<file path="src/rtl/tl_sensor_cond.sv">
// tl_sensor_cond: synchronize, debounce and hold-stretch two car detectors into Ta/Tb plus arrival pulses
//   clk     - single clock, rising edge
//   reset   - synchronous active-high reset
//   tick    - time-base strobe; debounce and hold counters advance only when high
//   sa_raw  - raw asynchronous detector, street A
//   sb_raw  - raw asynchronous detector, street B
//   Ta, Tb  - conditioned traffic-present, registered
//   arr_a/b - one-cycle pulse on each new detection, registered
module tl_sensor_cond #(
    parameter int DB_CYCLES   = 4,
    parameter int HOLD_CYCLES = 8,
    parameter int CW          = 4
) (
    input  logic clk,
    input  logic reset,
    input  logic tick,
    input  logic sa_raw,
    input  logic sb_raw,
    output logic Ta,
    output logic Tb,
    output logic arr_a,
    output logic arr_b
);
    localparam logic [1:0] IDLE = 2'd0;
    localparam logic [1:0] OCC  = 2'd1;
    localparam logic [1:0] HOLD = 2'd2;

    logic [1:0] raw;
    logic [1:0] t;
    logic [1:0] arr;

    assign raw   = {sb_raw, sa_raw};
    assign Ta    = t[0];
    assign Tb    = t[1];
    assign arr_a = arr[0];
    assign arr_b = arr[1];

    for (genvar c = 0; c < 2; c++) begin : g_ch
        logic          s1_q, s2_q, db_q, db_d, arr_q, arr_d;
        logic [CW-1:0] dcnt_q, dcnt_d, hcnt_q, hcnt_d;
        logic [1:0]    state_q, state_d;
        logic          dne, fire;

        always_ff @(posedge clk) begin
            if (reset) begin
                s1_q    <= 1'b0;
                s2_q    <= 1'b0;
                db_q    <= 1'b0;
                dcnt_q  <= '0;
                hcnt_q  <= '0;
                state_q <= IDLE;
                arr_q   <= 1'b0;
            end else begin
                s1_q    <= raw[c];
                s2_q    <= s1_q;
                db_q    <= db_d;
                dcnt_q  <= dcnt_d;
                hcnt_q  <= hcnt_d;
                state_q <= state_d;
                arr_q   <= arr_d;
            end
        end

        // debounced value flips only after DB_CYCLES consecutive disagreeing ticks
        always_comb begin
            dne    = s2_q != db_q;
            fire   = tick && dne && dcnt_q == CW'(DB_CYCLES - 1);
            db_d   = fire ? s2_q : db_q;
            dcnt_d = !tick ? dcnt_q : (!dne || fire) ? '0 : dcnt_q + CW'(1);
        end

        // re-detection in HOLD wins over hold expiry
        always_comb begin
            state_d = state_q;
            hcnt_d  = hcnt_q;
            if (state_q == IDLE && db_q) begin
                state_d = OCC;
            end else if (state_q == OCC && !db_q) begin
                state_d = HOLD;
                hcnt_d  = CW'(HOLD_CYCLES - 1);
            end else if (state_q == HOLD && db_q) begin
                state_d = OCC;
            end else if (state_q == HOLD && tick) begin
                state_d = (hcnt_q == '0) ? IDLE : HOLD;
                hcnt_d  = (hcnt_q == '0) ? hcnt_q : hcnt_q - CW'(1);
            end
        end

        always_comb begin
            arr_d = state_q == IDLE && db_q;
        end

        assign t[c]   = state_q != IDLE;
        assign arr[c] = arr_q;
    end
endmodule

</file>
<file path="config.mk">
export PLATFORM = sky130hd
export DESIGN_NAME = tl_sensor_cond
export DESIGN_NICKNAME = d
export VERILOG_FILES = /design/src/rtl/tl_sensor_cond.sv
export SDC_FILE = /design/constraint.sdc
export NUM_CORES = 1
export LEC_CHECK = 0
export BUFFER_PORTS_ARGS = -buffer_cell sky130_fd_sc_hd__buf_2
export CORE_AREA = 2 2 60 62
export DETAILED_ROUTE_END_ITERATION = 10
export DIE_AREA = 0 0 62 64
export GPL_ROUTABILITY_DRIVEN = 0
export SLEW_MARGIN = 25
export SYNTH_ARGS = -nofsm -noshare
export SYNTH_HDL_FRONTEND = slang
export SYNTH_SLANG_ARGS = --single-unit
</file>
<file path="constraint.sdc">
create_clock -name clk -period 1.6 [get_ports clk]
set_input_delay 0.16 -clock clk [delete_from_list [all_inputs] [get_ports clk]]
set_output_delay 0.16 -clock clk [all_outputs]
set_load 0.02 [all_outputs]
</file>
# Yosys cells after proc, flatten, opt, wreduce, memory -nomap -nowiden
# Cells that the tools add are included.
# word_totals
reg_bits	28
input_bits	5
out_inout_bits	4
wordCells	88
# classes
add_sub_neg	4
eq_ne	12
n_mux	20
bitwise	2
reduce_logical	34
# op_table
op	count
2-to-1 mux 4 bit	10
2-to-1 mux 2 bit	8
logical AND 1 bit	12
adder 4 x 1 -> 4 bit, second input constant	2
== test 4 x 2 -> 1 bit, second input constant	2
logical NOT 4 bit	2
!= test 2 bit, second input constant	4
AND reduction 4 bit	2
nonzero test 2 bit	4
nonzero test 4 bit	2
subtractor 4 x 1 -> 4 bit, second input constant	2
nonzero test 3 bit	2
== test 2 x 1 -> 1 bit, second input constant	2
== test 2 bit, second input constant	2
logical NOT 1 bit	4
logical NOT 2 bit	2
OR reduction 2 bit	2
logical OR 1 bit	2
2-to-1 mux 1 bit	2
!= test 1 bit	2
inverter 1 bit	2

# Longest topological paths before layout
# Gate-level depths: netlist of the first run.
# depth
depth_word	6
mapped_depth	5
depth_no_buf	5

# Worst setup path after synthesis of the first run
# Ideal clock, no wire load.
# synth_timing
path_kind	reg2reg
startpoint	register g_ch[0].hcnt_q[0]
endpoint	register g_ch[0].hcnt_q[0]
setup_ns	0.095
arrival_ns	1.256
required_time_ns	1.505
setup_slack_ns	0.249
stages_incl_launch_ff	6
path_buffers	0
path_cell_list	dfxtp_1 -> inv_1 -> ha_1 -> a211oi_4 -> o21ai_1 -> a221oi_1
# synth_via
elab_chain_len	5
word_cells_on_any_way	8
cone_classes	add/sub: 1; eq/ne: 1; mux: 4; reduce/logical: 2
# synth_lines
element	line	rtl
start: declaration	40	logic [CW-1:0] dcnt_q, dcnt_d, hcnt_q, hcnt_d;
start signal: assignment	58	hcnt_q <= hcnt_d;
subtractor 4 x 1 -> 4 bit	85	hcnt_d = (hcnt_q == '0) ? hcnt_q : hcnt_q - CW'(1);
2-to-1 mux 4 bit	85	
2-to-1 mux 4 bit	83	end else if (state_q == HOLD && tick) begin
2-to-1 mux 4 bit	81	end else if (state_q == HOLD && db_q) begin
2-to-1 mux 4 bit	78	end else if (state_q == OCC && !db_q) begin
# Several ways; a longest one is shown, not always the timed one. The select of a mux whose other input is x is not followed.
# A chain may end at the register's enable or synchronous reset.

# Worst setup path in the final report of the first run
# layout_timing
startpoint	register g_ch[1].hcnt_q[0]
endpoint	register g_ch[1].hcnt_q[2]
# layout_via
elab_chain_len	5
word_cells_on_any_way	8
cone_classes	add/sub: 1; eq/ne: 1; mux: 4; reduce/logical: 2
# layout_lines
element	line
start: declaration	40
start signal: assignment	58
subtractor 4 x 1 -> 4 bit	85
2-to-1 mux 4 bit	85
2-to-1 mux 4 bit	83
2-to-1 mux 4 bit	81
2-to-1 mux 4 bit	78
# Several ways; a longest one is shown, not always the timed one. The select of a mux whose other input is x is not followed.

==> summary.md, run 1 <==
| Metric | Value |
|---|---|
| Status | complete, no violations |
| Sequential share of the synthesized area | 43.7% |
| Die height | 64 um |
| Worst-Margin Slew | 0.328 ns |
| Total CTS buffers | 3 |
| Sequential Power Share | 58.5% |
| Setup CP Type | flip-flop to flip-flop |
| All-Layer GR Usage | 12.8% |
| MaxCap Viol Count | 0 |
| Hold Path Origin | sa_raw |
| Most common cell in the netlist | dfxtp_1 |
| Relative slew margins | 78.1% |
| Fin. Hold Viols | 0 |
| Antenna Cells | 0 |
| Final-report setup violation count | 0 |
| Iter 0 DRT Violations | 41 |
| Final #Nets | 165 |
| Hold/Removal Path Class | input port to flip-flop |
| Clock root buffer master | clkbuf_4 |
| Synth cell types | 34 |
| I/O Buffers | 8 |
| Type of origin of the critical path | flip-flop |
| Post-Syn Instances | 144 |
| Total global routing overflow | 0 |
| Synthesized Nets | 153 |
| Final Cycle Share | 95.9% |
| CTS Hold Buffers Added | 0 |
| Post-Syn Area | 0.00128 mm2 |
| Psw | 0.236 mW |
| Core Region | 0.00328 mm2 |
| Die area | 0.00397 mm2 |
| EDFF count, synth | 0 |
| Asr flop ratio synth | 0% |
| Clock share of power | 37.6% |
| CTS tree | yes |
| Total wire length | 2430 um |
| Layout Cell Area excl Fill | 0.00147 mm2 |
| First-pass GRT wire length | 3920 um |
| DR pass1 iterations | 4 |
| Worst Clk Skew | 0.0107 ns |
| Clock buffer depth | 2 |
| Slew Limit Fails | 0 |
| Vias | 1056 |
| Final Critical Period | 1.53 ns |
| Final Util | 44.6% |
| Clock sinks | 28 |
| Lkg Pwr | 0.547 nW |
| Via/cell ratio | 5.25 |
| Post-synth top area cell | dfxtp_1 |
| Sum of negative setup slack | 0 ns |
| Area Growth Syn to Fin | 14.1% |
| H-tree level count | 1 |
| Worst-path fanout max | 6 |
| Largest net degree at the start of global routing | 17 |
| I/O pin cnt | 9 |
| Most used DFF post-synth | dfxtp_1 |
| Crit path DAT | 1.75 ns |
| Synth warn | 0 |
| Pwr dens | 828 mW/mm2 |
| Synth area leaders | dfxtp_1 (44%), nor2_1 (5.3%), nor3_1 (4.3%) |
| Cell Area, Placed | 0.00137 mm2 |
| R2R Path Start | g_ch[1].hcnt_q[0]$_SDFFE_PP0P_ |
| Fillers | 329 |
| Post-DP HPWL | 1640 um |
| Share of the synthesized area in the top cell type | 43.7% |
| Top cells by count, synth | dfxtp_1 (28), nor2_1 (18), nor3_1 (11) |
| Drt wl/cell | 12.1 um |
| Row Count | 21 |
| Clock Pin Slew Worst Setup and Hold Paths | 0.15 ns |
| Worst VDD drop | 0.433 mV |
| WP data required | 1.81 ns |
| Later-pin clock latency in the skew report | 0.33 ns |
| Initial Util | 39.1% |
| Comb pwr share | 3.9% |
| RSZ-0062 raised after global routing | false |
| Vias in the first global route | 921 |
| Crit path from | g_ch[1].hcnt_q[0]$_SDFFE_PP0P_ |
| Die width | 62 um |
| Internal Power | 0.978 mW |
| Residual DRC count | 0 |
| Routed Antenna Nets | 0 |
| Initial antenna violation count | 0 |
| Worst hold margin | 0.0339 ns |
| Crit end category | flip-flop |
| Synthesized area per cell | 8.91 um2 |
| Sw frac | 19.4% |
| Layout cells sized above 1 | 19.4% |
| Synthesized flop and latch total | 28 |
| Max frequency | 652 MHz |
==> sequential cells by signal, indices dropped and copies added (netlist names) <==
name	flops
arr_a	1
g_ch.s2_q	2
g_ch.db_q	2
g_ch.state_q	4
g_ch.hcnt_q	8
g_ch.s1_q	2
arr_b	1
g_ch.dcnt_q	8
==> path summary, 6_finish.rpt <==
| path | endpoint | slack (ns) | depth (start not counted) |
|---|---|---|---|
| max | g_ch[1].hcnt_q[2]$_SDFFE_PP0P_ | 0.07 | 6 |
| min | g_ch[0].s1_q$_SDFF_PP0_ | 0.03 | 2 |
| min reg2reg | g_ch[1].s2_q$_SDFF_PP0_ | 0.45 | 1 |
| max reg2reg | g_ch[1].hcnt_q[2]$_SDFFE_PP0P_ | 0.07 | 6 |
==> metrics by stage <==
step	power [mW]	cells	setup WS, ns
final	1.21	201	0.0654
after global routing	1.27	201	0.00772
after CTS	1.23	198	0.0513
after detailed placement	0.772	194	0.0859
after global placement	0.771	194	0.141
after floorplan	0.758	144	0.249
==> timing repair <==
action                     CTS  global route
buffers inserted             0             3
gates resized for setup      0             6
setup endpoints to repair    0             4
==> layout make-up <==
class | count | area, um2 | share of cell area, %
Timing Repair Buffer | 13 | 77.6 | 5.29
Clock inverter | 1 | 30.0 | 2.05
Multi-Input combinational cell | 104 | 694 | 47.4
Inverter | 6 | 22.5 | 1.54
Sequential cell | 28 | 561 | 38.3
Tap cell | 46 | 57.6 | 3.93
Clock buffer | 3 | 22.5 | 1.54
==> placed cells by master, fill, tap and decap left out, drive strengths merged, types with 3 or more instances in the layout <==
| cell type | instances |
|---|---|
| dfxtp | 28 |
| nor2 | 18 |
| buf | 13 |
| nor3 | 11 |
| a21oi | 8 |
| nand2 | 8 |
| nor2b | 7 |
| inv | 6 |
| and2 | 4 |
| nand2b | 4 |
| a311oi | 4 |
| o21ai | 4 |
| a221oi | 4 |
| ha | 4 |
| xnor2 | 3 |
| nand3 | 3 |
| a31oi | 3 |
| clkbuf | 3 |
==> critical path: stages, from the launching register on <==
cell      delay, ns
dfxtp_1        0.36
inv_1          0.07
ha_2           0.21
a211oi_4       0.36
buf_4          0.18
and2_1         0.15
a311oi_1       0.09
==> cell families after synthesis <==
| logic type | synth area share (%) |
|---|---|
| buffers and inverters | 4.19 |
| xor gates and xnor gates | 3.41 |
| adders and majority gates | 3.90 |
| AOI/OAI and AO/OA | 17.2 |
| and+or+nand+nor | 26.1 |
| DFF | 43.7 |
| muxes | 1.56 |
==> routing by layer <==
metal / vias to the layer above / share of wire (%) / global-route usage, %
met3: 2 / 3.4 / 1.82
met2: 17 / 50 / 19.8
met4: 0 / 1.1 / 5.59
li1: 533 / - / -
met5: - / 0 / 0
met1: 504 / 46 / 17.2
==> power groups by stage <==
stage	Sequential, mW	Clock [mW]	Combinational (mW)
after floorplan	0.724	0	0.0337
after global placement	0.725	0	0.0459
after detailed placement	0.725	0	0.0475
after CTS	0.710	0.475	0.0476
after global routing	0.712	0.503	0.0532
final	0.710	0.456	0.0475
Note: power is estimated with default switching activity, not from simulation.
==> inputs of run 2 (changes only) <==
--- a/config.mk
+++ b/config.mk
@@ -6,9 +6,9 @@
 export NUM_CORES = 1
 export LEC_CHECK = 0
 export BUFFER_PORTS_ARGS = -buffer_cell sky130_fd_sc_hd__buf_2
-export CORE_AREA = 2 2 60 62
+export CORE_AREA = 2 2 63 59
 export DETAILED_ROUTE_END_ITERATION = 10
-export DIE_AREA = 0 0 62 64
+export DIE_AREA = 0 0 65 61
 export GPL_ROUTABILITY_DRIVEN = 0
 export SLEW_MARGIN = 25
 export SYNTH_ARGS = -nofsm -noshare
==> summary.md, run 2 (synthesized netlist as in run 1, its figures left out) <==
| Metric | Value |
|---|---|
| Iter 0 DRT Violations | 28 |
| Crit path from | g_ch[0].hcnt_q[0]$_SDFFE_PP0P_ |
| Total global routing overflow | 0 |
| Final Critical Period | 1.48 ns |
| I/O Buffers | 8 |
| WP data required | 1.77 ns |
| Final Cycle Share | 92.6% |
| Sum of negative setup slack | 0 ns |
| Crit path DAT | 1.66 ns |
| Final-report setup violation count | 0 |
| Layout cells sized above 1 | 18.1% |
| Post-DP HPWL | 1610 um |
| Hold/Removal Path Class | input port to flip-flop |
| H-tree level count | 1 |
| Dpl cells | 192 |
| Final #Nets | 165 |
| Setup CP Type | flip-flop to flip-flop |
| Fin cells | 199 |
| Residual DRC count | 0 |
| Worst VDD drop | 0.738 mV |
| First-pass GRT wire length | 3860 um |
| Clock Pin Slew Worst Setup and Hold Paths | 0.09 ns |
| Worst-Margin Slew | 0.343 ns |
| Initial Util | 39.2% |
| Row Count | 20 |
| Initial antenna violation count | 0 |
| Later-pin clock latency in the skew report | 0.27 ns |
| Status | complete, no violations |
| CP Cell Sequence | inv_1 -> ha_2 -> a211oi_4 -> o21ai_1 -> a221oi_1 |
| Die area | 0.00397 mm2 |
| I/O pin cnt | 9 |
| Area Growth Syn to Fin | 13.4% |
| Relative slew margins | 77.1% |
| Die width | 65 um |
| DR pass1 iterations | 5 |
| Pwr dens | 806 mW/mm2 |
| Most common cell after layout, fill and taps aside | dfxtp_1 |
| MaxCap Viol Count | 0 |
| Vias in the first global route | 891 |
| Die height | 61 um |
| Fillers | 326 |
| Worst Path Buf+Inv | 1 |
| Biggest registers after layout | g_ch.dcnt_q: 8 flops, g_ch.hcnt_q: 8 flops, g_ch.state_q: 4 flops |
| Final Util | 44.4% |
| Critical-path top delay cell | dfxtp_1 |
| All-Layer GR Usage | 12.6% |
| Largest net degree at the start of global routing | 18 |
| Crit end category | flip-flop |
| Worst-path fanout max | 6 |
| Clock buffer depth | 2 |
| Routed Antenna Nets | 0 |
| Type of origin of the critical path | flip-flop |
| Vias | 1022 |
| Lkg Pwr | 0.548 nW |
| RSZ-0062 raised after global routing | false |
| Drt wl/cell | 11.6 um |
| Slew Limit Fails | 0 |
| Clock root buffer master | clkbuf_8 |
| Fin. Hold Viols | 0 |
| Overall Power | 1.17 mW |
| Most frequent cells in the layout | dfxtp_1 (28), nor2_1 (18), nor3_1 (11), a21oi_1 (8), buf_2 (8) |
| CTS tree | yes |
| Max frequency | 675 MHz |
| Family with the most delay on the worst path | compound AO/OA/AOI/OAI gates |
| Hold Path Origin | sa_raw |
| Slowest stage delay, CP | 0.34 ns |
| Total wire length | 2300 um |
| R2R Path Start | g_ch[0].hcnt_q[0]$_SDFFE_PP0P_ |
| Antenna Cells | 0 |
| Core Region | 0.00328 mm2 |
| Via/cell ratio | 5.14 |
| Clock sinks | 28 |
| Worst Clk Skew | 0.00335 ns |
| Total CTS buffers | 3 |
[run 2: changes by cell type in the layout (fill, tap and decap cells not counted), sizes merged]
cell,previous run,this run
bufinv,1,0
clkbuf,3,4
[run 2: worst paths after layout]
path                               endpoint  slack [ns]  cells past startpoint
min                 g_ch[0].s1_q$_SDFF_PP0_        0.10                      2
max reg2reg  g_ch[0].hcnt_q[0]$_SDFFE_PP0P_        0.12                      5
min reg2reg         g_ch[1].s2_q$_SDFF_PP0_        0.45                      1
max          g_ch[0].hcnt_q[0]$_SDFFE_PP0P_        0.12                      5
[run 2: routing by layer]
| layer | global-route usage (%) | routed length, um | vias to the layer above |
|---|---|---|---|
| met4 | 3.65 | 15 | 0 |
| li1 | - | - | 525 |
| met1 | 15.9 | 1190 | 479 |
| met5 | 0 | 0 | - |
| met2 | 21.1 | 1020 | 16 |
| met3 | 3.90 | 81 | 2 |
[run 2: what timing repair did]
| action | CTS | global route |
|---|---|---|
| hold buffers | 0 | 0 |
| buffers inserted | 0 | 3 |
| gates resized for setup | 0 | 4 |
| endpoints found under the setup margin | 0 | 5 |
[run 2: area by class of cell]
type,instances,area [um2],share of cell area (%)
clock buffers,4,55.1,3.78
flip-flops and latches,28,561,38.5
well taps,44,55.1,3.78
inverters,6,22.5,1.55
repair buffers,13,77.6,5.33
multi-input cells,104,684,47.0
[run 2: metrics by stage]
step	instance area [um2]	worst slack [ns]	hold WS, ns
global placement	1360	0.144	0.373
floorplan	1280	0.249	0.232
global route	1460	0.000249	0.101
finish	1460	0.118	0.102
CTS	1420	0.0449	0.0932
detailed placement	1360	0.0773	0.378
[run 2: where the power goes]
group          internal, mW  switching, mW  total [mW]
logic                0.0189         0.0278      0.0467
registers             0.704        0.00461       0.709
clock network         0.220          0.198       0.418
total                 0.943          0.230        1.17
[run 2: worst reg2reg max path, stage by stage, from the launching register on]
cell	delay, ns
dfxtp_1	0.34
inv_1	0.07
ha_2	0.22
a211oi_4	0.33
o21ai_1	0.13
a221oi_1	0.30
==> inputs of run 3 (changes only) <==
--- a/config.mk
+++ b/config.mk
@@ -6,9 +6,9 @@
 export NUM_CORES = 1
 export LEC_CHECK = 0
 export BUFFER_PORTS_ARGS = -buffer_cell sky130_fd_sc_hd__buf_2
-export CORE_AREA = 2 2 63 59
+export CORE_AREA = 3 3 73 69
 export DETAILED_ROUTE_END_ITERATION = 10
-export DIE_AREA = 0 0 65 61
+export DIE_AREA = 0 0 76 72
 export GPL_ROUTABILITY_DRIVEN = 0
 export SLEW_MARGIN = 25
 export SYNTH_ARGS = -nofsm -noshare
==> summary.md, run 3 (synthesized netlist as in run 1, its figures left out) <==
| Metric | Value |
|---|---|
| Status | complete, no violations |
| Area Growth Syn to Fin | 17.0% |
| Family with the most delay on the worst path | buffers and inverters |
| Vias in the first global route | 989 |
| MaxCap Viol Count | 0 |
| All-Layer GR Usage | 9.23% |
| Iter 0 DRT Violations | 31 |
| Via/cell ratio | 4.71 |
| Post-DP HPWL | 1660 um |
| Crit path from | g_ch[0].hcnt_q[0]$_SDFFE_PP0P_ |
| Die width | 76 um |
| Setup CP Type | flip-flop to flip-flop |
| Die area | 0.00547 mm2 |
| Type of origin of the critical path | flip-flop |
| First-pass GRT wire length | 4170 um |
| Vias | 1026 |
| Later-pin clock latency in the skew report | 0.28 ns |
| Initial antenna violation count | 0 |
| Lkg Pwr | 0.560 nW |
| Die height | 72 um |
| Dpl cells | 210 |
| Total CTS buffers | 3 |
| Drt wl/cell | 11.4 um |
| CP Cell Sequence | inv_1 -> ha_2 -> a211oi_4 -> buf_4 -> buf_4 -> nor3_1 -> nor3_1 |
| Fin cells | 218 |
| FF-to-FF path depth | 7 |
| Slowest stage delay, CP | 0.34 ns |
| Clock root buffer master | clkbuf_8 |
| Most common cell after layout, fill and taps aside | dfxtp_1 |
| Worst Clk Skew | 0.00213 ns |
| Final Cycle Share | 96.3% |
| CTS Hold Buffers Added | 0 |
| Critical-path top delay cell | dfxtp_1 |
| Critical path depth | 7 |
| Worst reg2reg setup slack | 0.06 ns |
| I/O pin cnt | 9 |
| Pwr dens | 879 mW/mm2 |
| Worst Path Buf+Inv | 3 |
| Worst-path fanout max | 5 |
| Clock sinks | 28 |
| Fillers | 457 |
| Layout cells sized above 1 | 17.9% |
| Worst-Margin Slew | 0.355 ns |
| RR Endpoint | g_ch[0].state_q[1]$_SDFFE_PP0P_ |
| Overall Power | 1.32 mW |
| Relative slew margins | 76.4% |
| Largest net degree at the start of global routing | 19 |
| Final Critical Period | 1.54 ns |
| Total global routing overflow | 0 |
| Antenna Cells | 0 |
| Total wire length | 2480 um |
| DR pass1 iterations | 4 |
| Worst hold margin | 0.0980 ns |
| H-tree level count | 1 |
| Max frequency | 649 MHz |
| R2R Path Start | g_ch[0].hcnt_q[0]$_SDFFE_PP0P_ |
| Crit path DAT | 1.75 ns |
| Hold/Removal Path Class | input port to flip-flop |
| Sum of negative setup slack | 0 ns |
| Clock Pin Slew Worst Setup and Hold Paths | 0.10 ns |
| Core Region | 0.00435 mm2 |
| Worst VDD drop | 0.514 mV |
| CTS tree | yes |
| Most frequent cells in the layout | dfxtp_1 (28), nor2_1 (18), nor3_1 (11), a21oi_1 (8), buf_2 (8) |
| Biggest registers after layout | g_ch.dcnt_q: 8 flops, g_ch.hcnt_q: 8 flops, g_ch.state_q: 4 flops |
| Residual DRC count | 0 |
| Crit path capture | g_ch[0].state_q[1]$_SDFFE_PP0P_ |
| Final-report setup violation count | 0 |
| I/O Buffers | 8 |
| Fin. Hold Viols | 0 |
| Initial Util | 29.5% |
| Slew Limit Fails | 0 |
| Crit end category | flip-flop |
| Routed Antenna Nets | 0 |
| Row Count | 23 |
| Clock buffer depth | 2 |
| WP data required | 1.81 ns |
| Final Util | 34.6% |
| Final #Nets | 166 |
==> run 3: cell type report <==
cell class	count	area, um2	share of cell area (%)
clock buffers	3	41.3	2.75
clock inverters	1	30.0	2.00
flip-flops and latches	28	561	37.3
inverters	6	22.5	1.50
well taps	62	77.6	5.17
multi-input cells	104	684	45.6
repair buffers	14	85.1	5.67
==> run 3: how the worst min path moves through the flow <==
stage	end	slack [ns]	start	cells after the start
after floorplan	g_ch[0].s1_q$_SDFF_PP0_	0.23	reset	1
after global placement	g_ch[0].s1_q$_SDFF_PP0_	0.37	sa_raw	2
after detailed placement	g_ch[1].s1_q$_SDFF_PP0_	0.38	sb_raw	2
after CTS	g_ch[1].s1_q$_SDFF_PP0_	0.08	sb_raw	2
after global routing	g_ch[1].s1_q$_SDFF_PP0_	0.09	sb_raw	2
final	g_ch[1].s1_q$_SDFF_PP0_	0.1	sb_raw	2
==> run 3: worst register-to-register path: stages (launching register included) <==
cell,delay [ns]
dfxtp_1,0.34
inv_1,0.09
ha_2,0.23
a211oi_4,0.33
buf_4,0.19
buf_4,0.10
nor3_1,0.04
nor3_1,0.16
==> run 3: routing by layer <==
metal	share of wire, %	vias up	global-route usage (%)
li1	-	527	-
met1	48	481	10.9
met2	47	13	15.0
met3	3.3	5	2.98
met4	1.6	0	5.23
met5	0	-	0
==> run 3: where the power goes <==
part | leakage, nW | switching, mW | total [mW] | internal [mW]
clock | 0.0357 | 0.229 | 0.564 | 0.335
sequential | 0.227 | 0.00438 | 0.709 | 0.704
combinational | 0.297 | 0.0280 | 0.0469 | 0.0189
==> run 3: metrics by stage <==
stage	setup WS (ns)	instance area [um2]
CTS	0.0476	1460
floorplan	0.249	1280
global placement	0.141	1390
global route	-0.0632	1500
detailed placement	0.0721	1390
finish	0.0593	1500
==> run 3: repair_timing <==
| action | in CTS | in global routing |
|---|---|---|
| setup endpoints to repair | 0 | 4 |
| endpoints found under the hold margin | 0 | 0 |
| gates resized for setup | 0 | 3 |
| setup buffers | 0 | 4 |
